$ cat src/rtl/if_fetch.sv
`default_nettype none
// ============================================================================
//  Module      : if_fetch
//  Description : Instruction fetch stage. Issues in-order word requests on the
//                instruction bus, buffers up to two returned instructions and
//                presents them to decode. Supports stall (i_stop) and
//                redirect (i_flush); responses still in flight at a redirect
//                are counted and discarded when they arrive.
//                Optional build macro IF_MISALIGN_CHECK_EN adds o_misalign and
//                blocks fetch after a redirect to a non word-aligned target.
//  Revision    : 1.0  initial release
// ============================================================================
module if_fetch #(
    parameter logic [31:0] RESET_PC = 32'h0000_0000,
    parameter logic [31:0] NOP_INST = 32'h0000_0013
) (
    input  logic        i_clk,
    input  logic        i_rst,
    input  logic        i_stop,
    input  logic        i_flush,
    input  logic [31:0] i_jump_addr,
    output logic        o_ibus_req,
    output logic [31:0] o_ibus_addr,
    input  logic        i_ibus_gnt,
    input  logic        i_ibus_rvalid,
    input  logic [31:0] i_ibus_rdata,
`ifdef IF_MISALIGN_CHECK_EN
    output logic        o_misalign,
`endif
    output logic        o_inst_valid,
    output logic [31:0] o_inst,
    output logic [31:0] o_inst_pc
);

    // Fetch PC and request bookkeeping
    logic [31:0] pc_q,      pc_d;
    logic [1:0]  outst_q,   outst_d;   // granted requests awaiting data
    logic [2:0]  drop_q,    drop_d;    // stale responses still to discard
    logic [1:0]  occ_q,     occ_d;     // buffer occupancy

    // Two-entry in-order buffer, entry 0 is the head
    logic [31:0] b0_inst_q, b0_inst_d;
    logic [31:0] b0_pc_q,   b0_pc_d;
    logic [31:0] b1_inst_q, b1_inst_d;
    logic [31:0] b1_pc_q,   b1_pc_d;

    logic        w_req;
    logic        w_grant;
    logic        w_rsp_keep;
    logic        w_rsp_drop;
    logic        w_pop;
    logic [31:0] w_rsp_pc;
    logic [31:0] w_jump_pc;
    logic [2:0]  w_drop_sum;
    logic        w_fetch_block;

`ifdef IF_MISALIGN_CHECK_EN
    logic        misalign_q, misalign_d;

    assign w_jump_pc     = i_jump_addr;
    assign w_fetch_block = misalign_q;
    assign o_misalign    = misalign_q;
`else
    // Redirect targets are always forced onto a word boundary.
    logic        w_unused_jump_lo;

    assign w_jump_pc        = {i_jump_addr[31:2], 2'b00};
    assign w_unused_jump_lo = ^i_jump_addr[1:0];
    assign w_fetch_block    = 1'b0;
`endif

    assign w_req      = ({1'b0, occ_q} + {1'b0, outst_q} < 3'd2) && !i_flush && !w_fetch_block;
    assign w_grant    = w_req && i_ibus_gnt;
    assign w_rsp_keep = i_ibus_rvalid && (drop_q == 3'd0);
    assign w_rsp_drop = i_ibus_rvalid && (drop_q != 3'd0);
    assign w_pop      = (occ_q != 2'd0) && !i_stop && !i_flush;

    // Outstanding requests are always consecutive words ending just below pc,
    // so the oldest one sits outst_q words back.
    assign w_rsp_pc   = pc_q - {28'd0, outst_q, 2'b00};

    // Everything still in flight at a redirect becomes stale.
    assign w_drop_sum = drop_q + {1'b0, outst_q};

    assign o_ibus_req   = w_req;
    assign o_ibus_addr  = pc_q;
    assign o_inst_valid = (occ_q != 2'd0);
    assign o_inst       = (occ_q != 2'd0) ? b0_inst_q : NOP_INST;
    assign o_inst_pc    = (occ_q != 2'd0) ? b0_pc_q   : pc_q;

    // Next-state logic: redirect, request issue, response capture and pop
    always_comb begin
        pc_d      = pc_q;
        outst_d   = outst_q;
        drop_d    = drop_q;
        occ_d     = occ_q;
        b0_inst_d = b0_inst_q;
        b0_pc_d   = b0_pc_q;
        b1_inst_d = b1_inst_q;
        b1_pc_d   = b1_pc_q;
`ifdef IF_MISALIGN_CHECK_EN
        misalign_d = misalign_q;
`endif
        if (i_flush) begin
            occ_d   = 2'd0;
            outst_d = 2'd0;
            pc_d    = w_jump_pc;
            // A response arriving in the flush cycle is itself stale.
            drop_d  = (i_ibus_rvalid && (w_drop_sum != 3'd0)) ? (w_drop_sum - 3'd1) : w_drop_sum;
`ifdef IF_MISALIGN_CHECK_EN
            misalign_d = |i_jump_addr[1:0];
`endif
        end else begin
            if (w_grant) begin
                pc_d = pc_q + 32'd4;
            end
            outst_d = outst_q + {1'b0, w_grant} - {1'b0, w_rsp_keep};
            if (w_rsp_drop) begin
                drop_d = drop_q - 3'd1;
            end
            case ({w_pop, w_rsp_keep})
                2'b10: begin
                    b0_inst_d = b1_inst_q;
                    b0_pc_d   = b1_pc_q;
                    occ_d     = occ_q - 2'd1;
                end
                2'b01: begin
                    if (occ_q == 2'd0) begin
                        b0_inst_d = i_ibus_rdata;
                        b0_pc_d   = w_rsp_pc;
                        occ_d     = 2'd1;
                    end else if (occ_q == 2'd1) begin
                        b1_inst_d = i_ibus_rdata;
                        b1_pc_d   = w_rsp_pc;
                        occ_d     = 2'd2;
                    end
                end
                2'b11: begin
                    if (occ_q == 2'd1) begin
                        b0_inst_d = i_ibus_rdata;
                        b0_pc_d   = w_rsp_pc;
                    end else begin
                        b0_inst_d = b1_inst_q;
                        b0_pc_d   = b1_pc_q;
                        b1_inst_d = i_ibus_rdata;
                        b1_pc_d   = w_rsp_pc;
                    end
                end
                default: begin
                end
            endcase
        end
    end

    // State registers with synchronous reset
    always_ff @(posedge i_clk) begin
        if (i_rst) begin
            pc_q      <= RESET_PC;
            outst_q   <= 2'd0;
            drop_q    <= 3'd0;
            occ_q     <= 2'd0;
            b0_inst_q <= NOP_INST;
            b0_pc_q   <= 32'd0;
            b1_inst_q <= NOP_INST;
            b1_pc_q   <= 32'd0;
`ifdef IF_MISALIGN_CHECK_EN
            misalign_q <= 1'b0;
`endif
        end else begin
            pc_q      <= pc_d;
            outst_q   <= outst_d;
            drop_q    <= drop_d;
            occ_q     <= occ_d;
            b0_inst_q <= b0_inst_d;
            b0_pc_q   <= b0_pc_d;
            b1_inst_q <= b1_inst_d;
            b1_pc_q   <= b1_pc_d;
`ifdef IF_MISALIGN_CHECK_EN
            misalign_q <= misalign_d;
`endif
        end
    end

endmodule
`default_nettype wire
$ cat config.mk
export PLATFORM = sky130hd
export DESIGN_NAME = if_fetch
export DESIGN_NICKNAME = d
export VERILOG_FILES = /design/src/rtl/if_fetch.sv
export SDC_FILE = /design/constraint.sdc
export NUM_CORES = 1
export LEC_CHECK = 0
export ABC_AREA = 1
export CORE_AREA = 4 4 141 143
export DETAILED_ROUTE_END_ITERATION = 8
export DIE_AREA = 0 0 145 147
export PLACE_DENSITY_LB_ADDON = 0.12
export SLEW_MARGIN = 10
export SYNTH_ARGS = -nofsm -noshare
export SYNTH_HDL_FRONTEND = slang
export SYNTH_SLANG_ARGS = --single-unit
$ cat constraint.sdc
create_clock -name i_clk -period 3.45 [get_ports i_clk]
set_input_delay 0.8625 -clock i_clk [delete_from_list [all_inputs] [get_ports i_clk]]
set_output_delay 0.8625 -clock i_clk [all_outputs]
set_load 0.01 [all_outputs]
## After elaboration in Yosys (flattened, before gate mapping)

Index checks and enable logic that the tools add are counted.

| storage, ports and cells | value |
|---|---|
| flip-flop bits (word level) | 167 |

| cells by class | value |
|---|---|
| mux-type cells | 22 |
| bitwise logic cells | 1 |
| $lt $le $gt $ge | 1 |
| equality and inequality tests | 8 |
| reduce and logical (&&, ||, !) cells | 23 |
| add/subtract/negate cells | 9 |

Operators with widths:

| cell | number |
|---|---|
| 2-to-1 mux 32 bit | 12 |
| case mux 32 bit (3 select lines) | 2 |
| case mux 32 bit (2 select lines) | 2 |
| adder 32 x 3 -> 32 bit, second input constant | 1 |
| subtractor 32 x 4 -> 32 bit | 1 |
| nonzero test 2 bit | 5 |
| 2-to-1 mux 3 bit | 3 |
| nonzero test 3 bit | 3 |
| logical AND 1 bit | 7 |
| inequality test 2 bit, second input constant | 3 |
| subtractor 3 x 1 -> 3 bit, second input constant | 2 |
| == test 2 x 1 -> 1 bit, second input constant | 2 |
| == test 2 bit, second input constant | 2 |
| 2-to-1 mux 2 bit | 2 |
| case mux 2 bit (2 select lines) | 1 |
| AND reduction 4 bit | 1 |
| adder 2 x 2 -> 3 bit | 1 |
| adder 3 x 2 -> 3 bit | 1 |
| logical NOT 3 bit | 1 |
| less-than comparator 3 x 2 -> 1 bit, second input constant | 1 |
| inequality test 3 bit, second input constant | 1 |
| AND reduction 3 bit | 1 |
| adder 2 x 1 -> 2 bit | 1 |
| logical NOT 1 bit | 2 |
| 6 further kinds | 6 |

## Depth between registers and ports, before layout

| depth | value |
|---|---|
| depth after elaboration | 6 |
| gate-level depth with buffers | 17 |
| mapped depth without buffers | 14 |

## Worst setup path after synthesis

No wires, ideal clock.

| path | value |
|---|---|
| path type | input to register |
| start point | input port i_flush |
| end point | register b0_inst_q[10] |
| path slack | 0.580 ns |
| stages | 14 |
| library setup time | 0.128 ns |
| data required time | 3.322 ns |
| arrival time | 2.741 ns |
| path through | buf_6 -> clkbuf_1 -> nor3_1 -> inv_1 -> ha_1 -> inv_2 -> buf_2 -> nand2_4 -> inv_2 -> nor2_4 -> buf_4 -> buf_6 -> a22oi_1 -> a21oi_1 |

| on the way | value |
|---|---|
| word-level cells in the longest chain between the ends | 5 |

Ends and longest elaborated chain:

| element | line | source |
|---|---|---|
| start: declaration | 20 | `input logic i_flush,` |
| logical NOT 1 bit | 76 | `assign w_pop = (occ_q != 2'd0) && !i_stop && !i_flush;` |
| logical AND 1 bit | 76 |  |
| == test 2 x 1 -> 1 bit or == test 2 bit (tied branches) | 121 | `case ({w_pop, w_rsp_keep})` |
| inequality test 2 bit (no source line) or nonzero test 3 bit (tied branches) | - |  |
| AND reduction 3 bit (no source line) | - |  |
| end signal: assignment | 174 | `b0_inst_q <= b0_inst_d;` |
| end: declaration | 42 | `logic [31:0] b0_inst_q, b0_inst_d;` |

Several ways; a longest one is shown, not always the timed one.
A chain may end at the register's enable or synchronous reset.

## Worst setup path in the final report

| path | value |
|---|---|
| start point | register occ_q[1] |
| end point | output port o_inst_pc[5] |

| on the way | value |
|---|---|
| word-level cells in the longest chain between the ends | 2 |

Ends and longest elaborated chain:

| element | line | source |
|---|---|---|
| start: declaration | 39 | `logic [1:0] occ_q, occ_d;` |
| start signal: assignment | 161 | `occ_q <= 2'd0;` |
| start signal: assignment | 173 | `occ_q <= occ_d;` |
| nonzero test 2 bit | 89 | `assign o_inst_pc = (occ_q != 2'd0) ? b0_pc_q : pc_q;` |
| 2-to-1 mux 32 bit | 89 |  |
| end: declaration | 32 | `output logic [31:0] o_inst_pc` |

Every way passes these cells.

==> impl_metrics.json <==
{
  "rsz0062_at_grt": "false",
  "worstSetupStartpoint": "occ_q[1]",
  "place.port_buffers": 163,
  "end_kind": "output pin",
  "start_util_pct": 53.1,
  "cts_buffer_depth": 2,
  "total_leakage_power_uw": 0.00462,
  "synthesis.instances": 1470,
  "ant_nets": 0,
  "boundaryPins": 168,
  "dp.cells": 1799,
  "yosys.area.top_type": "dfxtp_1",
  "cts_buffers": 17,
  "htree_levels": 4,
  "slew_violations": 0,
  "cp_max_fo": 45,
  "ys_warn_count": 0,
  "via_count": 10400,
  "fill_cells": 1736,
  "cts_setup_buffers": 0,
  "diodes": 0,
  "insertion_delay_ns": 0.44,
  "critPathCapture": "o_inst_pc[5]",
  "reg2reg_depth": 10,
  "ys_types": 48,
  "holdPathStages": 2,
  "die_area_mm2": 0.0213,
  "worst_hold_slack_ns": 0.463,
  "path_clk_slew_ns": 0.07,
  "drc": 0,
  "cts_tree": "done",
  "worst-endpoint-arrival_ns": 2.48,
  "area_growth_pct": 23.7,
  "crit_type": "flop to output pin",
  "path_depth": 6,
  "final_layout_size_suffix_gt1_share_pct": 8.39,
  "slowest_stage": "clkdlybuf4s50_1",
  "critPathBufInv": 4,
  "gp_congestion": 0.955,
  "synthArstFlopShare_pct": 0,
  "grt.total_usage_pct": 29.0,
  "die_y_um": 147,
  "wl_um": 32000,
  "wire_per_inst_um": 17.5,
  "finalPower_uw": 5790,
  "placed_area_mm2": 0.0116,
  "cts_hold_buf": 0,
  "yosys-top-cells-area": "dfxtp_1 (33%), nand2_1 (11%), o21ai_0 (7.4%), nor2_1 (6.8%), a21oi_1 (6.7%)",
  "detail_route.vias_per_cell": 5.69,
  "final_core_util_pct": 65.7,
  "synth-edff-count": 0,
  "achievable-frequency_mhz": 299,
  "status": "finished, final reports clean",
  "netlist.area_leader.share_pct": 33.5,
  "root_buffer": "clkbuf_16",
  "max-slew-margin-rel_pct": 33.5,
  "skew_ns": 0.00931,
  "core_mm2": 0.0186,
  "first_iter_violations": 878,
  "min_period_ns": 3.35,
  "antenna_found_initial": 0,
  "max_stage_delay_ns": 0.62,
  "nNetsFinal": 1672,
  "finalSetupViolCount": 0,
  "stdcell_area_mm2": 0.0122,
  "start_kind": "flop",
  "worstMarginPinSlew_ns": 0.995,
  "grt-ovfl-total": 0,
  "syn_avg_cell_area_um2": 6.72,
  "synth_area_mm2": 0.00987,
  "rrSetupSlack_ns": 0.48,
  "powerDensity_mw_per_mm2": 474,
  "hold_viol": 0,
  "peakVddDrop_uv": 386,
  "instances_no_fill": 1831,
  "clock_sinks": 165,
  "fin_crit_sh_pct": 97.0,
  "path_cells": "inv_1 -> ha_2 -> clkinv_1 -> buf_8 -> o21ai_0 -> clkdlybuf4s50_1",
  "timing.rr.end": "b1_pc_q[16]",
  "worstReg2RegStart": "occ_q[1]",
  "grt_max_degree": 80,
  "die_w_um": 145,
  "synth_common_cells": "nand2_1 (291), nor2_1 (178), dfxtp_1 (165)",
  "ys_seq_area_share_pct": 33.5,
  "ys_ff_latch": 165,
  "hpwl_um": 22400,
  "yosysMostFrequentCell": "nand2_1",
  "path_delay_family": "buffers and inverters",
  "maxCapViolations": 0,
  "grt_first_pass_wirelength_um": 50500,
  "hp-class": "flop to flop",
  "drt_first_pass_iters": 5,
  "row_count": 50,
  "grt_pass1_vias": 9720,
  "ys.flop_type": "dfxtp_1",
  "crit_required_ns": 2.59
}
==> where the power goes <==
group	switching [µW]	leakage [µW]	internal [µW]
Combinational	974	0.00297	606
Sequential	147	0.00135	2070
Clock	924	0.000304	1070
==> worst register-to-register path, cell delays in order, from the launching register on <==
cell,delay [ns]
dfxtp_1,0.35
inv_1,0.13
ha_2,0.27
nor3_1,0.11
ha_1,0.22
buf_4,0.13
nor2_1,0.74
inv_1,0.51
nand3_1,0.21
nand2_1,0.06
a21oi_1,0.14
==> area by class of cell <==
type	count	area, µm²	area share (%)
multi-input combinational	1048	5490	44.9
sequential	165	3300	27.0
timing repair buffer	196	1920	15.7
inverter	156	586	4.79
clock buffer	18	439	3.60
tap	234	293	2.40
clock inverter	14	184	1.51
==> cells in the final DEF (no fill, tap or decap), types with 21 or more instances in the layout <==
cell / n
nor2_1: 178
clkdlybuf4s50_1: 162
buf_4: 29
a21oi_1: 133
a22oi_1: 21
o21ai_0: 140
dfxtp_1: 165
nand2_1: 291
xor2_1: 24
nand3_1: 58
o211ai_1: 44
inv_1: 140
==> kinds of logic (layout without fill, tap and decap cells) <==
logic type	after synthesis	after routing	share of synthesized area, %
XOR/XNOR	26	26	2.31
other	1	2	0.0380
buffers and inverters	258	384	11.0
AND/OR/NAND/NOR	592	592	25.8
AO/OA/AOI/OAI	410	410	24.9
flip-flops	165	165	33.5
adder cells (fa/ha/maj)	18	18	2.51
==> timing repair <==
item / CTS / global route
endpoints found under the hold margin: 0 / 0
setup endpoints to repair: 2 / 15
gates resized for setup: 1 / 7
gates cloned: 0 / 0
==> worst min path at each step <==
stage                     slack (ns)          from           end
after floorplan                 0.43    b1_pc_q[4]    b1_pc_q[4]
after global placement          0.44  b1_inst_q[1]  b1_inst_q[1]
after detailed placement        0.45    b1_pc_q[4]    b1_pc_q[4]
after CTS                       0.46    b1_pc_q[4]    b1_pc_q[4]
after global routing            0.48    b1_pc_q[0]    b1_pc_q[0]
final                           0.46    b1_pc_q[4]    b1_pc_q[4]
==> routing by layer <==
metal,vias up,track usage [%],routed length (µm)
li1,5112,-,-
met1,4745,37.1,13300
met2,482,48.1,14800
met3,79,6.17,2670
met4,0,11.8,1150
met5,-,0,0
==> registers in the layout, summed over array words and instances, names as in the netlist <==
| register | flops |
|---|---|
| b0_inst_q | 32 |
| drop_q | 3 |
| o_ibus_addr | 30 |
| outst_q | 2 |
| occ_q | 2 |
| b0_pc_q | 32 |
| b1_inst_q | 32 |
| b1_pc_q | 32 |
==> through the flow <==
| stage | setup TNS (ns) | worst slack [ns] |
|---|---|---|
| 3_5_place_dp | -1.53 | -0.103 |
| 3_3_place_gp | -0.323 | -0.0501 |
| 2_1_floorplan | 0 | 0.580 |
| 4_1_cts | 0 | 0.0506 |
| 5_1_grt | 0 | 0.0216 |
| 6_report | 0 | 0.103 |
(Power assumes the default switching activity.)
